--- src/rtl/vram_arbiter.sv ---
// vram_arbiter: single-port video RAM arbiter.
// Scanout fetch has absolute priority with a fixed 2-cycle return latency.
// The host gets a small write FIFO and a single-outstanding read holding register.
// Reads wait for the write FIFO to drain, so host read-after-write ordering holds.
module vram_arbiter #(
  parameter int ADDR_W     = 13,
  parameter int DATA_W     = 8,
  parameter int FIFO_DEPTH = 4
) (
  input  logic                          i_Clk,
  input  logic                          i_Rst_n,
  input  logic                          i_fetch_req,
  input  logic [ADDR_W-1:0]             i_fetch_addr,
  output logic [DATA_W-1:0]             o_fetch_data,
  output logic                          o_fetch_valid,
  input  logic                          i_wr_valid,
  output logic                          o_wr_ready,
  input  logic [ADDR_W-1:0]             i_wr_addr,
  input  logic [DATA_W-1:0]             i_wr_data,
  input  logic                          i_rd_valid,
  output logic                          o_rd_ready,
  input  logic [ADDR_W-1:0]             i_rd_addr,
  output logic [DATA_W-1:0]             o_rd_data,
  output logic                          o_rd_rvalid,
  output logic [$clog2(FIFO_DEPTH):0]   o_wr_count,
  output logic                          o_ram_en,
  output logic                          o_ram_we,
  output logic [ADDR_W-1:0]             o_ram_addr,
  output logic [DATA_W-1:0]             o_ram_wdata,
  input  logic [DATA_W-1:0]             i_ram_rdata
);

  localparam int PTR_W = $clog2(FIFO_DEPTH);
  localparam int CNT_W = PTR_W + 1;

  localparam logic [PTR_W-1:0] PTR_ONE  = PTR_W'(1);
  localparam logic [CNT_W-1:0] CNT_ONE  = CNT_W'(1);
  localparam logic [CNT_W-1:0] CNT_ZERO = CNT_W'(0);
  localparam logic [CNT_W-1:0] CNT_FULL = CNT_W'(FIFO_DEPTH);

  // Granted command encoding; the state register holds last cycle's grant.
  localparam logic [1:0] ST_IDLE  = 2'd0;
  localparam logic [1:0] ST_FETCH = 2'd1;
  localparam logic [1:0] ST_WRITE = 2'd2;
  localparam logic [1:0] ST_READ  = 2'd3;

  // Write FIFO storage and bookkeeping
  logic [ADDR_W-1:0] fifo_addr_r [FIFO_DEPTH];
  logic [DATA_W-1:0] fifo_data_r [FIFO_DEPTH];
  logic [PTR_W-1:0]  wr_ptr_r;
  logic [PTR_W-1:0]  rd_ptr_r;
  logic [CNT_W-1:0]  count_r;

  // Handshake enables are held low until the first clock after reset release
  logic              ready_en_r;

  // Host read holding register
  logic              rd_pending_r;
  logic [ADDR_W-1:0] rd_addr_r;

  // Arbitration
  logic [1:0]        grant_s;
  logic [1:0]        state_r;
  logic              fifo_empty_s;
  logic              fifo_full_s;
  logic              push_s;
  logic              pop_s;
  logic              rd_accept_s;

  // RAM command port registers
  logic              ram_en_r;
  logic              ram_we_r;
  logic [ADDR_W-1:0] ram_addr_r;
  logic [DATA_W-1:0] ram_wdata_r;

  // Return-path tracking: which requester owns the RAM data this cycle
  logic              ret_fetch_r;
  logic              ret_rd_r;
  logic [DATA_W-1:0] rd_data_r;

  assign fifo_empty_s = (count_r == CNT_ZERO);
  assign fifo_full_s  = (count_r == CNT_FULL);

  // Ready depends only on registered state, never on a same-cycle pop.
  assign o_wr_ready   = ready_en_r & ~fifo_full_s;
  assign o_rd_ready   = ready_en_r & ~rd_pending_r;

  assign push_s       = i_wr_valid & o_wr_ready;
  assign rd_accept_s  = i_rd_valid & o_rd_ready;
  assign pop_s        = (grant_s == ST_WRITE);

  // Fixed-priority grant: fetch, then queued writes, then a read once writes drained
  always_comb begin
    grant_s = ST_IDLE;
    if (i_fetch_req) begin
      grant_s = ST_FETCH;
    end else if (!fifo_empty_s) begin
      grant_s = ST_WRITE;
    end else if (rd_pending_r) begin
      grant_s = ST_READ;
    end else begin
      grant_s = ST_IDLE;
    end
  end

  // Ready enable: low in reset, high from the first clock after release
  always_ff @(posedge i_Clk or negedge i_Rst_n) begin
    if (!i_Rst_n) begin
      ready_en_r <= 1'b0;
    end else begin
      ready_en_r <= 1'b1;
    end
  end

  // FIFO payload storage; contents are don't-care while empty, so no reset
  always_ff @(posedge i_Clk) begin
    if (push_s) begin
      fifo_addr_r[wr_ptr_r] <= i_wr_addr;
      fifo_data_r[wr_ptr_r] <= i_wr_data;
    end
  end

  // FIFO pointers and occupancy; pointers wrap naturally at a power-of-two depth
  always_ff @(posedge i_Clk or negedge i_Rst_n) begin
    if (!i_Rst_n) begin
      wr_ptr_r <= {PTR_W{1'b0}};
      rd_ptr_r <= {PTR_W{1'b0}};
      count_r  <= CNT_ZERO;
    end else begin
      if (push_s) begin
        wr_ptr_r <= wr_ptr_r + PTR_ONE;
      end
      if (pop_s) begin
        rd_ptr_r <= rd_ptr_r + PTR_ONE;
      end
      case ({push_s, pop_s})
        2'b10:   count_r <= count_r + CNT_ONE;
        2'b01:   count_r <= count_r - CNT_ONE;
        default: count_r <= count_r;
      endcase
    end
  end

  // Read holding register: filled on accept, freed when the read is granted
  always_ff @(posedge i_Clk or negedge i_Rst_n) begin
    if (!i_Rst_n) begin
      rd_pending_r <= 1'b0;
      rd_addr_r    <= {ADDR_W{1'b0}};
    end else if (grant_s == ST_READ) begin
      rd_pending_r <= 1'b0;
    end else if (rd_accept_s) begin
      rd_pending_r <= 1'b1;
      rd_addr_r    <= i_rd_addr;
    end
  end

  // Register the grant and drive the RAM command port from it
  always_ff @(posedge i_Clk or negedge i_Rst_n) begin
    if (!i_Rst_n) begin
      state_r     <= ST_IDLE;
      ram_en_r    <= 1'b0;
      ram_we_r    <= 1'b0;
      ram_addr_r  <= {ADDR_W{1'b0}};
      ram_wdata_r <= {DATA_W{1'b0}};
    end else begin
      state_r <= grant_s;
      case (grant_s)
        ST_FETCH: begin
          ram_en_r   <= 1'b1;
          ram_we_r   <= 1'b0;
          ram_addr_r <= i_fetch_addr;
        end
        ST_WRITE: begin
          ram_en_r    <= 1'b1;
          ram_we_r    <= 1'b1;
          ram_addr_r  <= fifo_addr_r[rd_ptr_r];
          ram_wdata_r <= fifo_data_r[rd_ptr_r];
        end
        ST_READ: begin
          ram_en_r   <= 1'b1;
          ram_we_r   <= 1'b0;
          ram_addr_r <= rd_addr_r;
        end
        default: begin
          // Idle: address and write data keep their last values
          ram_en_r <= 1'b0;
          ram_we_r <= 1'b0;
        end
      endcase
    end
  end

  // Mark which requester receives the RAM data arriving next cycle
  always_ff @(posedge i_Clk or negedge i_Rst_n) begin
    if (!i_Rst_n) begin
      ret_fetch_r <= 1'b0;
      ret_rd_r    <= 1'b0;
    end else begin
      ret_fetch_r <= (state_r == ST_FETCH);
      ret_rd_r    <= (state_r == ST_READ);
    end
  end

  // Hold the last host read result between read returns
  always_ff @(posedge i_Clk or negedge i_Rst_n) begin
    if (!i_Rst_n) begin
      rd_data_r <= {DATA_W{1'b0}};
    end else if (ret_rd_r) begin
      rd_data_r <= i_ram_rdata;
    end
  end

  // RAM data passes straight through on the return cycle to keep latency at 2
  assign o_fetch_valid = ret_fetch_r;
  assign o_fetch_data  = ret_fetch_r ? i_ram_rdata : {DATA_W{1'b0}};
  assign o_rd_rvalid   = ret_rd_r;
  assign o_rd_data     = ret_rd_r ? i_ram_rdata : rd_data_r;
  assign o_wr_count    = count_r;
  assign o_ram_en      = ram_en_r;
  assign o_ram_we      = ram_we_r;
  assign o_ram_addr    = ram_addr_r;
  assign o_ram_wdata   = ram_wdata_r;

endmodule

--- config.mk ---
export PLATFORM = sky130hd
export DESIGN_NAME = vram_arbiter
export DESIGN_NICKNAME = d
export VERILOG_FILES = /design/src/rtl/vram_arbiter.sv
export SDC_FILE = /design/constraint.sdc
export NUM_CORES = 1
export LEC_CHECK = 0
export CAP_MARGIN = 20
export CORE_UTILIZATION = 40
export DETAILED_ROUTE_END_ITERATION = 7
export GPL_TIMING_DRIVEN = 0
export PLACE_DENSITY = 0.66
export SLEW_MARGIN = 25
export SYNTH_ARGS = -nofsm -noshare
export SYNTH_HDL_FRONTEND = slang
export SYNTH_SLANG_ARGS = --single-unit
--- constraint.sdc ---
create_clock -name i_Clk -period 2 [get_ports i_Clk]
set_input_delay 0.4 -clock i_Clk [delete_from_list [all_inputs] [get_ports i_Clk]]
set_output_delay 0.4 -clock i_Clk [all_outputs]
set_load 0.02 [all_outputs]
Word level (Yosys, flattened, before mapping) --
Memory sizes are Yosys's and may differ from the RTL's. A register that Yosys moved wholly into a read port is not among the register bits. Index checks and enable logic that the tools add are counted. W data, S select, Z words.
Word-level totals: bits in writable memories 84, bits of input ports 60, bits in registers 49, memories kept 2, output and inout bits 46
Memory list:
- fifo_addr_r | words 4, bits a word 13, read ports 1, clocked after memory_dff 0, write ports 1, line 48 | logic [ADDR_W-1:0] fifo_addr_r [FIFO_DEPTH];
- fifo_data_r | words 4, bits a word 8, read ports 1, clocked after memory_dff 1, write ports 1, line 49 | logic [DATA_W-1:0] fifo_data_r [FIFO_DEPTH];
Cells by class: eq/ne operators 8, reduce and logical (&&, ||, !) cells 7, muxes and demuxes 13, add/subtract/negate cells 4, bitwise gates (word level) 7
Operators by type and width (number):
- $pmux W13 S3 | 1
- $mux W8 | 2
- $eq A2 B2 Y1 const B | 4
- $eq A2 B1 Y1 const B | 3
- $mux W1 | 6
- $mux W2 | 3
- $pmux W3 S2 | 1
- $add A2 B1 Y2 const B | 2
- $and A1 B1 Y1 | 4
- $reduce_bool A2 Y1 | 2
- $add A3 B1 Y3 const B | 1
- $eq A3 B3 Y1 const B | 1
- $logic_not A3 Y1 | 1
- $not A1 Y1 | 3
- $reduce_bool A3 Y1 | 1
- $reduce_or A3 Y1 | 1
- $sub A3 B1 Y3 const B | 1
- $reduce_and A2 Y1 | 1
- $logic_not A1 Y1 | 1

Longest topological paths before layout --
Gate-level depths: netlist (run 1).
depth in word-level cells 6, depth in mapped cells 8, mapped depth without buffers 8

Worst setup path after synthesis (run 1) --
Ideal clock, no wire load.
path type register to register, start point register count_r[2], in the netlist o_wr_count[2], end point register count_r[2], in the netlist o_wr_count[2], period minus slack after synthesis 2.136 ns, required time 1.875 ns, data arrival time 2.011 ns, setup time 0.125 ns, cell stages (with the launch flop) 9, setup slack -0.136 ns, cells stage by stage dfrtp_1 -> buf_6 -> nor3_2 -> nor2_4 -> ha_1 -> fa_1 -> xnor2_1 -> nor2_1 -> xor2_1
Between the ends: longest elaborated chain between the ends 6, elaborated cells between the ends (all ways) 14
RTL lines:
- start: declaration | line 52 | logic [CNT_W-1:0] count_r;
- start signal: assignment | line 137 | 2'b10: count_r <= count_r + CNT_ONE;
- start signal: assignment | line 138 | 2'b01: count_r <= count_r - CNT_ONE;
- start signal: assignment | line 139 | default: count_r <= count_r;
- $logic_not A3 Y1 * | line 81 | assign fifo_empty_s = (count_r == CNT_ZERO);
- $mux W2 * | line 97 | end else if (!fifo_empty_s) begin
- $mux W2 * | line 95 | if (i_fetch_req) begin
- $eq A2 B2 Y1 * | line 90 | assign pop_s = (grant_s == ST_WRITE);
- named net pop_s | line 67 | logic pop_s;
- $eq A2 B1 Y1 or $eq A2 B2 Y1 (tied branches) | line 136 | case ({push_s, pop_s})
- $pmux W3 S2 or $reduce_bool A2 Y1 (tied branches)
Mark *: on every way through the listed nets, which the timed path passes. The rest lies on a longest branch. A chain may end at the register's enable or synchronous reset.

Worst setup path after layout (run 1) --
start point register ret_rd_r, in the netlist o_rd_rvalid, end point output o_rd_data[0]
Between the ends: longest elaborated chain between the ends 1
RTL lines:
- start: declaration | line 78 | logic ret_rd_r;
- start signal: assignment | line 200 | ret_rd_r <= (state_r == ST_READ);
- $mux W8
- end: declaration | line 23 | output logic [DATA_W-1:0] o_rd_data,
Every way passes these cells.

==> reports/results.txt, run 1 <==
Status = finished clean
Initial DRC Count = 155
Pins over their slew limit = 0
Crit-path max FO = 8
DRT antenna net count = 0
DRC viols = 0
Syn nets = 392
Seq pwr share = 39.3%
Final setup violation count = 0
Mapped Avg Cell Area = 17.5 µm²
Die X = 122 µm
Post-Synthesis Cells = 326
Sw Ratio = 30.9%
Fmax = 0.520 GHz
Initial antenna violation count = 0
Final Hold Vio Count = 0
Area added between synthesis and finish = 33.4%
Number of global-route vias before repair = 3,387
Hold Crit Depth = 1
Die Area = 0.0148 mm²
Dpl hpwl = 7760 µm
Worst-path clk slew = 0.05 ns
Synth Warn # = 0
Switching Power = 3270 µW
FILL cells = 1,118
Largest net degree at the start of global routing = 39
Clk Latency, worst-skew pair = 0.41 ns
Synthesized area = 0.00572 mm²
Maxcap violations = 0
RSZ-0062 raised after global routing = yes
Critical Path Start Type = flop
# IOs = 106
Clock buffer depth = 2
Final instance area = 0.00763 mm²
GRT overflow = 0
Worst hold path class = flop to flop
Sequential share of the synthesized area = 69.1%
Peak supply drop = 0.728 mV
Critical Path AT = 1.52 ns
Period utilisation layout = 96.2%
Actual slew at the worst max-slew pin = 0.736 ns
CTS H-tree lvls = 4
Clock sinks = 141
Final hold slack = 0.411 ns
Diodes inserted = 0
Layout cells sized above 1 = 27.3%
Placed cell areas = 0.00703 mm²
Setup Crit Path Kind = flop to primary output
Cts bufs inserted = 17
Crit path capture type = primary output
Total Wirelength = 11,600 µm
P per Cell Area = 1390 mW/mm²
CTS tree = yes
First-pass GRT wire length = 18,100 µm
Initial Util = 41.0%
Gate power share = 34.2%
Netlist cell types = 38
Nets = 522
WL per Instance = 17.9 µm
Fin crit period = 1.92 ns
Worst Reg-to-Reg Cells = 8
Layout Skew = 0.00847 ns
Vias = 3,286
Num rows = 43
P_leak = 0.00293 µW
DRT Pass-1 Iters = 4
Clk root buf = clkbuf_16
Vert. Die Dim = 122 µm
IO Port Bufs = 105
Post-synthesis register bit count = 141
Core area = 0.0139 mm²
Clk pwr share = 26.5%
Internal Power = 7320 µW
GPL Wtd Cong = 0.765
Drt via density = 5.06
Relative slew slack = 50.9%
Worst endpoint required time = 1.60 ns
GRT Util Overall = 16.8%
-- cell usage after synthesis (all sizes together) --
cell	number	area, µm²
nand3	13	65.1
or4	1	11.3
mux2	31	379
nor2	4	22.5
nor3	15	130
fa	1	20.0
mux4	21	484
a21oi	1	8.76
inv	6	22.5
ha	5	62.6
and2	13	81.3
xnor2	4	35.0
xor2	2	17.5
a21boi	1	7.51
nor4	3	33.8
a31oi	12	75.1
a32oi	2	17.5
a2111oi	1	10.0
clkbuf	7	28.8
nor2b	3	21.3
conb	1	3.75
or3	1	6.26
dfrtp	57	1430
o21ai	22	110
buf	12	104
edfxtp	84	2520
nand2	3	11.3
-- cells by family (layout without fill, tap and decap cells) --
logic type,after synthesis,in the layout,share of synthesized area [%]
DFF,141,141,69.1
AOI/OAI and AO/OA,39,39,4.00
xor gates and xnor gates,6,6,0.919
adders and majority gates,6,6,1.44
muxes,52,52,15.1
buffers and inverters,25,168,2.71
other,1,1,0.0656
and+or+nand+nor,56,56,6.70
-- per-stage QoR --
step | setup TNS, ns | instances | total power, µW | setup WS [ns] | utilization [%]
after floorplan | 0 | 326 | 6450 | 0.0201 | -
after global placement | -131.61 | 611 | 7750 | -1.65 | 50.3
after detailed placement | -20.62 | 612 | 7850 | -0.716 | 50.4
after CTS | 0 | 648 | 10700 | 0.00288 | 54.6
after global routing | -0.0489 | 649 | 11100 | -0.0489 | 54.7
final | 0 | 649 | 10600 | 0.0770 | 54.7
-- state kept, by name, indices dropped and copies added (netlist names) --
name	flops
fifo_addr_r	52
fifo_data_r	32
o_ram_addr	13
rd_addr_r	13
o_ram_wdata	8
rd_data_r	8
o_wr_count	3
rd_ptr_r	2
state_r	2
wr_ptr_r	2
o_fetch_valid	1
o_ram_en	1
o_ram_we	1
o_rd_rvalid	1
rd_pending_r	1
ready_en_r	1
-- area by class of cell --
type / instances / area [µm²] / area share (%)
timing repair buffer: 111 / 1120 / 14.6
multi-input combinational: 160 / 1640 / 21.4
inverter: 6 / 22.5 / 0.295
clock buffer: 19 / 433 / 5.68
tap: 180 / 225 / 2.95
sequential: 141 / 3950 / 51.8
buffer: 19 / 143 / 1.87
clock inverter: 13 / 98.8 / 1.30
-- placed cells by master, fill, tap and decap left out, drive strengths merged, types with 5 or more instances in the layout --
cell / synthesis / layout
mux2: 31 / 31
nand3: 13 / 13
clkbuf: 7 / 30
a31oi: 12 / 12
clkinv: 0 / 10
dlymetal6s2s: 0 / 10
ha: 5 / 5
buf: 12 / 18
nor3: 15 / 15
mux4: 21 / 21
clkdlybuf4s50: 0 / 84
inv: 6 / 7
edfxtp: 84 / 84
o21ai: 22 / 22
and2: 13 / 13
dfrtp: 57 / 57
-- critical path, stage by stage, from the launching register on --
cell,delay [ns]
dfrtp_1,0.35
clkbuf_8,0.16
mux2_2,0.35
clkdlybuf4s15_2,0.26
-- repair_timing --
item | CTS | global route
endpoints found under the setup margin | 21 | 16
buffers inserted | 3 | 1
pin swaps | 1 | 1
gates resized for setup | 27 | 14
hold buffers | 1 | 0
hold endpoints to repair | 19 | 0
-- final timing paths --
path                               start            end  slack, ns
setup / recovery             o_rd_rvalid   o_rd_data[0]       0.08
max in group asynchronous        i_Rst_n  o_fetch_valid       1.06
min in group asynchronous        i_Rst_n    wr_ptr_r[1]       0.43
hold / removal                state_r[1]  o_fetch_valid       0.41
hold reg to reg               state_r[1]  o_fetch_valid       0.41
setup reg to reg           o_wr_count[2]  o_wr_count[2]       0.09
-- metal layers --
metal  GRT usage [%]  share of wire, %  up-vias
met1            21.3                44     1648
met2            26.6                48      114
met3            6.23               7.4       10
met5               0                 0        -
li1                -                 -     1514
met4            5.79               1.1        0
-- power by group through the flow --
stage | clock [µW] | combinational (µW) | sequential (µW)
floorplan | 0 | 1980 | 4470
global placement | 0 | 3510 | 4240
detailed placement | 0 | 3580 | 4270
CTS | 2870 | 3690 | 4160
global route | 2990 | 3900 | 4230
finish | 2810 | 3620 | 4160
Power figures use the tool's default switching activity.
==> run 2: changes to the inputs <==
--- a/config.mk
+++ b/config.mk
@@ -14,3 +14,4 @@
 export SYNTH_ARGS = -nofsm -noshare
 export SYNTH_HDL_FRONTEND = slang
 export SYNTH_SLANG_ARGS = --single-unit
+export TNS_END_PERCENT = 100
==> results of run 2 <==
No change in the layout: final DEF, timing and power equal those of run 1.
==> run 3: changes to the inputs <==
--- a/config.mk
+++ b/config.mk
@@ -6,10 +6,10 @@
 export NUM_CORES = 1
 export LEC_CHECK = 0
 export CAP_MARGIN = 20
-export CORE_UTILIZATION = 40
+export CORE_UTILIZATION = 47
 export DETAILED_ROUTE_END_ITERATION = 7
 export GPL_TIMING_DRIVEN = 0
-export PLACE_DENSITY = 0.66
+export PLACE_DENSITY = 0.76
 export SLEW_MARGIN = 25
 export SYNTH_ARGS = -nofsm -noshare
 export SYNTH_HDL_FRONTEND = slang
==> run 3 against run 2 <==
  * The flow now finishes with violations (DRC)
  * Routed wire length decreased by 0.15%
  * First-iteration DRC count increased by 60%
  * Flip-flop and latch count unchanged
  * Setup slack got worse by 0.032 ns
  * Clock skew increased by 0.00081 ns
  * Sequential power about the same
  * Register-to-register slack improved by 0.03 ns
==> reports/results.txt, run 3 (synthesis gave the netlist of run 1 again) <==
Placed cells = 575
Nets = 528
GRT overflow = 0
DRT antenna net count = 0
IO Port Bufs = 105
Clock sinks = 141
RSZ-0062 raised after global routing = no
Area added between synthesis and finish = 33.7%
Clk root buf = clkbuf_16
Placed cell areas = 0.00698 mm²
Post-Layout Cell Count = 618
Peak supply drop = 0.652 mV
Status = finished with violations
Setup Crit Path Kind = flop to primary output
First-pass GRT wire length = 18,500 µm
Commonest cells after routing, fill and taps aside = clkdlybuf4s50_1, edfxtp_1, dfrtp_1
Reg2reg start = o_wr_count[2]
GRT Util Overall = 19.8%
Drt via density = 5.41
Worst hold path class = primary input to async pin
Initial DRC Count = 248
Most common cell after layout, fill and taps aside = clkdlybuf4s50_1
Register area = 0.00395 mm²
# IOs = 106
Num rows = 39
Fin crit period = 1.96 ns
Crit path capture type = primary output
Failing checks = DRC
Clk Latency, worst-skew pair = 0.41 ns
DRC viols = 14
Vias = 3,341
Period utilisation layout = 97.8%
P per Cell Area = 1410 mW/mm²
Layout cells sized above 1 = 28.8%
Initial antenna violation count = 0
Critical Path AT = 1.56 ns
Worst-path clk slew = 0.06 ns
Biggest regs = fifo_addr_r (52), fifo_data_r (32)
Final Hold Vio Count = 0
Dpl hpwl = 7630 µm
Number of global-route vias before repair = 3,444
Crit-path max FO = 4
Total Wirelength = 11,600 µm
Die Area = 0.0126 mm²
Worst Reg-to-Reg Cells = 8
CTS H-tree lvls = 4
Fmax = 0.511 GHz
Maxcap violations = 0
Vert. Die Dim = 112 µm
Critical Path Start Type = flop
FF-to-FF setup slack = 0.12 ns
Worst r2r dst = o_wr_count[2]
GPL Wtd Cong = 0.764
Core area = 0.0116 mm²
Total power = 10,800 µW
FILL cells = 801
Die X = 112 µm
Largest register by flop count = fifo_addr_r
Layout Skew = 0.00929 ns
Initial Util = 49.2%
WL per Instance = 18.8 µm
Final setup violation count = 0
Actual slew at the worst max-slew pin = 0.710 ns
CTS tree = yes
Pins over their slew limit = 0
Relative slew slack = 52.6%
Clock buffer depth = 2
P_leak = 0.00292 µW
Multi-input gate area = 0.00164 mm²
Largest net degree at the start of global routing = 43
Worst endpoint required time = 1.60 ns
DRT Pass-1 Iters = 7
Final instance area = 0.00764 mm²
Cts bufs inserted = 17
Diodes inserted = 0
Number of flip-flops in the largest register = 52
[run 3: how the worst max path moves through the flow]
stage                  start       endpoint  slack, ns  cells past startpoint
2_1_floorplan  o_wr_count[0]  o_wr_count[1]       0.02                      5
3_3_place_gp         i_Rst_n  o_wr_count[1]      -1.56                      1
3_5_place_dp     i_fetch_req  o_wr_count[1]      -0.63                      6
4_1_cts          o_rd_rvalid   o_rd_data[6]    0.00002                      3
5_1_grt          o_rd_rvalid   o_rd_data[0]      0.001                      3
6_report       o_wr_count[1]  o_wr_count[1]       0.04                      2
[run 3: per-layer routing]
layer / GRT usage, % / share of wire (%)
met1: 25.9 / 42
met2: 30.9 / 49
met3: 6.64 / 8.1
met4: 7.47 / 1.4
met5: 0 / 0
[run 3: through the flow]
step	setup TNS [ns]	hold slack, ns	setup slack, ns	utilization, %
2_1_floorplan	0	0.104	0.0201	-
3_3_place_gp	-126.22	0.399	-1.56	59.9
3_5_place_dp	-19.48	0.291	-0.629	60.1
4_1_cts	0	0.397	0.0000205	65.7
5_1_grt	0	0.429	0.00127	65.8
6_report	0	0.401	0.0448	65.8
[run 3: cell type report]
| cell class | instances | share of cell area, % |
|---|---|---|
| buffer | 19 | 1.87 |
| timing repair buffer | 117 | 15.0 |
| clock buffer | 21 | 6.15 |
| multi-input combinational | 160 | 21.4 |
| sequential | 141 | 51.7 |
| inverter | 6 | 0.295 |
| clock inverter | 11 | 1.19 |
| tap | 143 | 2.34 |
[run 3: timing repair]
| action | CTS | global route |
|---|---|---|
| gates resized for setup | 31 | 11 |
| buffers inserted | 7 | 3 |
| hold endpoints to repair | 15 | 0 |
| setup endpoints to repair | 21 | 16 |
| pin swaps | 1 | 3 |
| hold buffers | 1 | 0 |
[run 3: power by group]
part | switching [µW] | internal (µW) | leakage [µW]
sequential | 364 | 3810 | 0.00143
combinational | 1800 | 1880 | 0.00122
clock | 1160 | 1800 | 0.000268
[run 3: critical path, stage by stage (launching register included)]
cell,delay (ns)
dfrtp_2,0.40
buf_4,0.15
clkdlybuf4s50_1,0.60
